[src/rtl/l2_dc_responder_pkg.sv]
// Shared constants, FSM encoding and latched-request record for the L2 dcache responder.
package l2_dc_responder_pkg;
  localparam int ADDR_W = 28;
  localparam int BLK_W  = 128;
  localparam int WORD_W = 32;
  localparam int NWORDS = BLK_W / WORD_W;
  localparam int IDX_W  = 8;
  localparam int TAG_W  = ADDR_W - IDX_W + 1;
  localparam logic TAG_VLD = 1'b1;

  typedef enum logic [1:0] {
    L2R_IDLE   = 2'd0,
    L2R_WB     = 2'd1,
    L2R_FILL   = 2'd2,
    L2R_REFILL = 2'd3
  } l2r_state_e;

  typedef struct packed {
    logic [ADDR_W-1:0] addr;
    logic [ADDR_W-1:0] wb_addr;
    logic [BLK_W-1:0]  wb_data;
    logic              way;
    logic [1:0]        thread;
    logic              rw;
    logic [WORD_W-1:0] wd;
    logic [1:0]        offset;
  } l2r_req_t;
endpackage

[src/rtl/l2_dc_responder_blk_merge.sv]
// Inserts a 32-bit store word into a 128-bit block at the given word offset.
module l2_blk_merge
  import l2_dc_responder_pkg::*;
(
  input  logic [BLK_W-1:0]  blk,
  input  logic [WORD_W-1:0] wd,
  input  logic [1:0]        offset,
  input  logic              en,
  output logic [BLK_W-1:0]  merged
);
  for (genvar w = 0; w < NWORDS; w++) begin : g_word
    assign merged[w*WORD_W +: WORD_W] = (en && offset == 2'(w)) ? wd : blk[w*WORD_W +: WORD_W];
  end
endmodule

[src/rtl/l2_dc_responder.sv]
// L2-side responder for L1 dcache misses: optional victim write-back, block fill,
// store-word merge, then a one-cycle refill to L1 tagged with the requesting thread.
module l2_dc_responder
  import l2_dc_responder_pkg::*;
(
  input  logic              clk,
  input  logic              reset,
  input  logic              drq,
  input  logic              access_l2_clean,
  input  logic              access_l2_dirty,
  input  logic [ADDR_W-1:0] dc_addr,
  input  logic [ADDR_W-1:0] wb_addr,
  input  logic [BLK_W-1:0]  data_wd,
  input  logic              dc_choose_way,
  input  logic [1:0]        dc_thread,
  input  logic              dc_rw,
  input  logic [WORD_W-1:0] dc_wd,
  input  logic [1:0]        offset,
  output logic              l2_busy,
  output logic              l2_rdy,
  output logic              thread_rdy,
  output logic [1:0]        l2_thread,
  output logic              dc_block0_we_l2,
  output logic              dc_block1_we_l2,
  output logic [IDX_W-1:0]  dc_index_l2,
  output logic [TAG_W-1:0]  dc_tag_wd_l2,
  output logic [BLK_W-1:0]  data_wd_l2,
  output logic [WORD_W-1:0] dc_wd_l2,
  output logic              dc_rw_l2,
  output logic [1:0]        offset_l2,
  output logic              mem_req,
  output logic              mem_we,
  output logic [ADDR_W-1:0] mem_addr,
  output logic [BLK_W-1:0]  mem_wd,
  input  logic              mem_ack,
  input  logic [BLK_W-1:0]  mem_rd
);
  l2r_state_e       state, state_nx;
  l2r_req_t         req_q;
  logic [BLK_W-1:0] blk_q, blk_merged;
  logic             accept;

  assign accept = (state == L2R_IDLE) && drq && (access_l2_clean || access_l2_dirty);

  always_ff @(posedge clk or posedge reset) begin
    if (reset) state <= L2R_IDLE;
    else       state <= state_nx;
  end

  always_comb begin
    state_nx = state;
    unique case (state)
      L2R_IDLE:   if (accept) state_nx = access_l2_dirty ? L2R_WB : L2R_FILL;
      L2R_WB:     if (mem_ack) state_nx = L2R_FILL;
      L2R_FILL:   if (mem_ack) state_nx = L2R_REFILL;
      L2R_REFILL: state_nx = L2R_IDLE;
      default:    state_nx = L2R_IDLE;
    endcase
  end

  // mem_req follows the next state so it is up in the first WB/FILL cycle and
  // cannot fall until the ack that moves the FSM on.
  always_ff @(posedge clk or posedge reset) begin
    if (reset) begin
      mem_req <= 1'b0;
      req_q   <= '0;
      blk_q   <= '0;
    end else begin
      mem_req <= (state_nx == L2R_WB) || (state_nx == L2R_FILL);
      if (accept)
        req_q <= '{addr: dc_addr, wb_addr: wb_addr, wb_data: data_wd, way: dc_choose_way,
                   thread: dc_thread, rw: dc_rw, wd: dc_wd, offset: offset};
      if (state == L2R_FILL && mem_ack) blk_q <= mem_rd;
    end
  end

  l2_blk_merge u_merge (
    .blk    (blk_q),
    .wd     (req_q.wd),
    .offset (req_q.offset),
    .en     (req_q.rw),
    .merged (blk_merged)
  );

  always_comb begin
    l2_busy         = (state != L2R_IDLE);
    l2_rdy          = 1'b0;
    dc_block0_we_l2 = 1'b0;
    dc_block1_we_l2 = 1'b0;
    dc_tag_wd_l2    = '0;
    data_wd_l2      = '0;
    mem_we          = 1'b0;
    mem_addr        = '0;
    mem_wd          = '0;
    unique case (state)
      L2R_WB: begin
        mem_we   = 1'b1;
        mem_addr = req_q.wb_addr;
        mem_wd   = req_q.wb_data;
      end
      L2R_FILL: mem_addr = req_q.addr;
      L2R_REFILL: begin
        l2_rdy          = 1'b1;
        dc_block0_we_l2 = ~req_q.way;
        dc_block1_we_l2 = req_q.way;
        dc_tag_wd_l2    = {TAG_VLD, req_q.addr[ADDR_W-1:IDX_W]};
        data_wd_l2      = blk_merged;
      end
      default: ;
    endcase
  end

  assign thread_rdy  = l2_rdy;
  assign l2_thread   = req_q.thread;
  assign dc_index_l2 = req_q.addr[IDX_W-1:0];
  assign dc_wd_l2    = req_q.wd;
  assign dc_rw_l2    = req_q.rw;
  assign offset_l2   = req_q.offset;
endmodule
[config.mk]
export PLATFORM = sky130hd
export DESIGN_NAME = l2_dc_responder
export DESIGN_NICKNAME = d
export VERILOG_FILES = /design/src/rtl/l2_dc_responder_pkg.sv /design/src/rtl/l2_dc_responder_blk_merge.sv /design/src/rtl/l2_dc_responder.sv
export SDC_FILE = /design/constraint.sdc
export NUM_CORES = 1
export LEC_CHECK = 0
export CAP_MARGIN = 20
export CORE_AREA = 2 2 277 279
export DETAILED_ROUTE_END_ITERATION = 8
export DIE_AREA = 0 0 279 281
export PLACE_DENSITY_LB_ADDON = 0.12
export SLEW_MARGIN = 20
export SYNTH_ARGS = -nofsm -noshare
export SYNTH_HDL_FRONTEND = slang
export SYNTH_SLANG_ARGS = --single-unit
[constraint.sdc]
create_clock -name clk -period 14.19 [get_ports clk]
set_clock_uncertainty 0.15 [all_clocks]
set_input_delay 2.1285 -clock clk [delete_from_list [all_inputs] [get_ports clk]]
set_output_delay 2.1285 -clock clk [all_outputs]
set_load 0.02 [all_outputs]
Word level (Yosys, flattened, before mapping)
Cells that the tools add are included.
{"block": "op_classes", "eq_ne": 8, "n_mux": 17, "n_bitwise": 1, "reduce_logical": 12}
{"cell": "$mux 128", "count": 2}
{"cell": "$mux 32", "count": 4}
{"cell": "$pmux 28 s2", "count": 1}
{"cell": "$mux 21", "count": 1}
{"cell": "$eq 2x2->1 const B", "count": 5}
{"cell": "$mux 2", "count": 4}
{"cell": "$pmux 2 s4", "count": 1}
{"cell": "$logic_and 1x1->1", "count": 7}
{"cell": "$eq 2x1->1 const B", "count": 3}
{"cell": "$logic_not 2->1", "count": 2}
{"cell": "$mux 1", "count": 4}
{"cell": "$logic_or 1x1->1", "count": 2}
{"cell": "$reduce_bool 2->1", "count": 1}
{"cell": "$not 1->1", "count": 1}
{"block": "word_totals", "register_bits": 353, "input_bits": 356}

Depth between registers and ports, before layout
{"block": "depth", "depth_word": 7, "mapped_depth": 7}

Hierarchy
Synthesis repeated with hierarchy kept, for this count alone.
{"block": "unflattened", "cells_unflattened": 1334, "hier_area_um2": 17835.9}
{"module": "l2_dc_responder", "n_inst": 1, "cells_each": 1190, "area_each_um2": 16294.4, "seq_area_each_um2": 8833.5}
{"module": "l2_blk_merge", "n_inst": 1, "cells_each": 144, "area_each_um2": 1541.5, "seq_area_each_um2": 0.0}

Worst setup path after synthesis
Ideal clock, no wire load.
{"block": "synth_timing", "kind": "register to output", "from": "reg state[1]", "to": "out data_wd_l2[69]", "t_arrival_ns": 1.919, "setup_slack_ns": 9.993, "stages_incl_launch_ff": 5, "path_buffers": 2, "path_cell_list": "dfrtp_1 ha_1 clkbuf_1 clkbuf_1 a21boi_0"}
{"block": "synth_via", "elab_chain_cells": 2}
{"item": "start, declared", "line_no": "l2_dc_responder.sv:38", "rtl": "l2r_state_e state, state_nx;"}
{"item": "start signal, assigned", "line_no": "l2_dc_responder.sv:47", "rtl": "else state <= state_nx;"}
{"item": "$eq 2x2->1", "line_no": "l2_dc_responder.sv:95", "rtl": "unique case (state)"}
{"item": "$mux 128", "line_no": "l2_dc_responder.sv:95"}
{"item": "end, declared", "line_no": "l2_dc_responder.sv:27", "rtl": "output logic [BLK_W-1:0] data_wd_l2,"}
No other way between the ends.

Worst setup path after layout
{"block": "layout_timing", "from": "reg state[0]", "to": "out data_wd_l2[50]"}
The elaborated chain is that of the path after synthesis.

==> insert_results.sql <==
INSERT INTO impl_metrics (metric_group, metric, value, unit) VALUES
('run_status', 'outcome', 'completed', ''),
('detailed_routing', 'routed_via_count', '13456', ''),
('clock_tree', 'cts_hold_repair.buffers', '0', ''),
('critical_path', 'worstSetupEndpointType', 'primary output', ''),
('critical_path', 'worst_r2r_endpoint', 'blk_q[119]', ''),
('power_and_ir_drop', 'power_total', '0.00603', 'W'),
('clock_tree', 'ctsLongestPathBuffers', '3', ''),
('sta', 'slew_headroom', '24.6', '%'),
('global_routing', 'global_route.usage.total', '17.6', '%'),
('die', 'die_area', '0.0784', 'sq mm'),
('clock_tree', 'cts_resized', '0', ''),
('cells_and_area', 'final_nets', '2470', ''),
('detailed_routing', 'wire_per_inst', '22.7', 'um'),
('cells_and_area', 'utilization', '35.6', '%'),
('die', 'num_io_pins', '713', ''),
('clock_tree', 'cts_max_level', '2', ''),
('critical_path', 'timing.setup.critical_path_class', 'reg2out', ''),
('yosys', 'synth_sequential_area_ratio', '50.2', '%'),
('critical_path', 'cp-start-kind', 'flop', ''),
('power_and_ir_drop', 'share_comb_of_total_power', '47.8', '%'),
('die', 'coreArea', '0.0754', 'sq mm'),
('power_and_ir_drop', 'leakagePower', '11.1', 'nW'),
('yosys', 'synth.yosys.warnings', '0', ''),
('cells_and_area', 'drive_above_1_share', '17.6', '%'),
('sta', 'report.final.slew_viol_count', '0', ''),
('sta', 'timing.fmax', '0.162', 'GHz'),
('yosys', 'synth_cell_types', '36', ''),
('clock_tree', 'clock_insertion_delay_worst_skew', '0.56', 'ns'),
('detailed_routing', 'dr.first_iter.drc_count', '523', ''),
('min_path', 'hp-class', 'reg2reg', ''),
('critical_path', 'worstPathArrival', '3.90', 'ns'),
('sta', 'final.period_utilization', '43.5', '%'),
('clock_tree', 'cts.repair_timing.setup_buffer_count', '0', ''),
('global_routing', 'grt_antenna_before_repair', '16', ''),
('cells_and_area', 'multi_input_gate_area', '0.00788', 'sq mm'),
('yosys', 'postSynthNetCount', '1843', ''),
('die', 'die_height', '281', 'um'),
('detailed_routing', 'detail_route.drc_violations', '0', ''),
('critical_path', 'timing.reg2reg.worst_path_depth', '5', ''),
('yosys', 'synth.ff_latch_count', '353', ''),
('global_routing', 'largest_net_degree_at_the_start_of_global_routing', '162', ''),
('critical_path', 'timing.critical_path.required', '11.91', 'ns'),
('power_and_ir_drop', 'clockPowerShare', '20.0', '%'),
('critical_path', 'r2r_setup_slack', '10.45', 'ns'),
('detailed_routing', 'finalWirelength', '70800', 'um'),
('detailed_routing', 'viasPerCell', '4.30', ''),
('cells_and_area', 'synthToLayoutAreaGrowth', '52.3', '%'),
('die', 'initial_utilization', '23.3', '%'),
('clock_tree', 'worst_setup_hold_path_clk_slew', '0.06', 'ns'),
('power_and_ir_drop', 'total_switching_power', '0.00228', 'W'),
('place', 'gp_congestion', '0.776', ''),
('power_and_ir_drop', 'p_sw_share', '37.8', '%'),
('detailed_routing', 'drt_first_pass_iters', '4', ''),
('cells_and_area', 'fillerInstances', '7512', ''),
('clock_tree', 'cts_tree', 'yes', ''),
('global_routing', 'grt.overflow.total', '0', ''),
('detailed_routing', 'antenna_left', '0', ''),
('critical_path', 'critPathCapture', 'data_wd_l2[50]', ''),
('yosys', 'syn_avg_cell_area', '11.9', 'sq um'),
('sta', 'max_slew.worst_pin.slew', '1.13', 'ns'),
('sta', 'setup_repair_after_global_routing_missed_its_margin', 'no', ''),
('clock_tree', 'clockRootBuffer', 'clkbuf_16', ''),
('critical_path', 'startpoint_of_the_most_critical_register_to_register_path', 'state[0]', ''),
('sta', 'fin_crit', '6.17', 'ns'),
('yosys', 'netlist_instances', '1482', ''),
('yosys', 'syn-cell-area', '0.0176', 'sq mm'),
('sta', 'timing.final.hold_violations', '0', ''),
('sta', 'setup_viol', '0', ''),
('critical_path', 'setup.worst_path.start', 'state[0]', ''),
('sta', 'tns', '0', 'ns'),
('clock_tree', 'cts.sinks', '353', ''),
('power_and_ir_drop', 'worst_ir_drop_vdd', '0.116', 'mV'),
('die', 'core.rowCount', '101', ''),
('critical_path', 'critical_path.max_fanout', '105', ''),
('cells_and_area', 'area.sequential', '0.00883', 'sq mm'),
('place', 'port_buffers', '712', ''),
('place', 'place_hpwl', '49900', 'um'),
('die', 'die_width', '279', 'um'),
('global_routing', 'grt_pass1_vias', '14791', ''),
('global_routing', 'grt_first_pass_wirelength', '103000', 'um'),
('job', 'cap_violations', '0', ''),
('power_and_ir_drop', 'power.density', '225', 'mW/mm^2'),
('power_and_ir_drop', 'pwr-share-seq', '32.2', '%'),
('power_and_ir_drop', 'cell_internal_pwr', '0.00375', 'W'),
('clock_tree', 'cts_inserted_buffers', '46', '');
through the flow:
stage	setup slack (ns)	instances	cell area (sq um)	hold slack, ns
2_1_floorplan	2.12	1482	17600	0.306
3_3_place_gp	8.53	3038	25200	0.316
3_5_place_dp	8.48	3038	25200	0.324
4_1_cts	7.84	3122	26800	0.337
5_1_grt	7.78	3127	26800	0.356
6_report	8.02	3127	26800	0.333
synth_stat cells:
master	n	area share, %
mux2_1	69	4.4
mux2_2	181	12
and3b_1	2	0.099
a21oi_1	2	0.057
clkbuf_1	41	0.87
nand2b_1	1	0.036
buf_6	19	1.2
nand3_1	3	0.085
buf_1	2	0.043
o211ai_2	1	0.071
nor2_1	1	0.021
a22oi_1	28	1.2
o31a_1	1	0.050
dfrtp_1	353	50
and2_1	149	5.3
o211a_1	1	0.057
ha_1	5	0.36
and3_1	1	0.036
inv_1	5	0.11
xnor2_1	1	0.050
a21boi_0	100	4.3
mux2_4	100	8.5
a31oi_1	2	0.071
nand3b_1	2	0.085
buf_2	43	1.2
or3b_1	1	0.050
o21ai_0	1	0.028
nor3b_1	1	0.043
o21bai_1	1	0.043
buf_4	46	2.0
o22a_1	1	0.050
nor3b_2	1	0.071
nand2_1	258	5.5
a41o_1	1	0.057
nor2b_1	30	1.1
a21boi_1	28	1.2
final cells by class:
class	count	area share (%)
antenna	4	0.0373
clock buffer	72	5.14
clock inverter	12	0.639
inverter	5	0.0979
multi-input combinational	973	29.4
sequential	353	32.9
tap	978	4.56
timing repair buffer	730	27.2
routing by layer:
metal	wire length, um	vias up	share of wire [%]	global-route usage [%]
li1	-	6201	-	-
met1	28500	6620	40	20.6
met2	34400	508	49	30.2
met3	6240	105	8.8	6.58
met4	1570	22	2.2	4.80
met5	138	-	0.19	0
power by group through the flow:
stage / Sequential (W) / Clock, W / Combinational, W
finish: 0.00194 / 0.00121 / 0.00288
global route: 0.00202 / 0.00130 / 0.00309
CTS: 0.00195 / 0.00126 / 0.00294
detailed placement: 0.00195 / 0 / 0.00293
global placement: 0.00196 / 0 / 0.00290
floorplan: 0.00176 / 0 / 0.00187
how the worst min path moves through the flow:
stage,from,to,slack (ns),depth (start not counted)
2_1_floorplan,req_q[38],req_q[38],0.31,1
3_3_place_gp,req_q[39],req_q[39],0.32,1
3_5_place_dp,req_q[39],req_q[39],0.32,1
4_1_cts,req_q[39],req_q[39],0.34,1
5_1_grt,req_q[42],req_q[42],0.36,1
6_report,req_q[40],req_q[40],0.33,1
worst max-delay path, cell delays in order, from the launching register on:
cell and delay (ns):
dfrtp_1 0.53, ha_4 0.57, buf_4 0.87, a21boi_0 0.54
clkdlybuf4s50_1 0.71
registers in the layout, summed over array words and instances, names as in the netlist:
| name | cells |
|---|---|
| blk_q | 128 |
| state | 2 |
| dc_wd_l2 | 32 |
| l2_thread | 2 |
| dc_rw_l2 | 1 |
| mem_req | 1 |
| offset_l2 | 2 |
| dc_index_l2 | 8 |
| req_q | 177 |
cells in the final DEF, fill, tap and decap left out, types with 5 or more instances in the layout:
cell,Yosys,routed
clkdlybuf4s50_1,0,712
dfrtp_1,353,353
nand2_1,258,257
mux2_2,181,181
and2_1,149,149
mux2_4,100,100
a21boi_0,100,100
mux2_1,69,69
clkbuf_16,0,47
nor2b_1,30,30
a22oi_1,28,28
a21boi_1,28,28
buf_4,46,15
clkbuf_1,41,14
clkbuf_8,0,11
clkinv_2,0,5
cell families (layout without fill, tap and decap cells):
kind of cell / Yosys count / in the layout / share of synthesized area [%]
buffers and inverters: 156 / 819 / 5.42
multiplexers: 350 / 350 / 24.5
flip-flops: 353 / 353 / 50.2
AND/OR/NAND/NOR: 450 / 450 / 12.4
AO/OA/AOI/OAI: 167 / 167 / 7.13
other: 0 / 4 / 0
adder cells (fa/ha/maj): 5 / 5 / 0.355
XOR/XNOR: 1 / 1 / 0.0497
No activity file was read; power rests on OpenSTA's default activity.
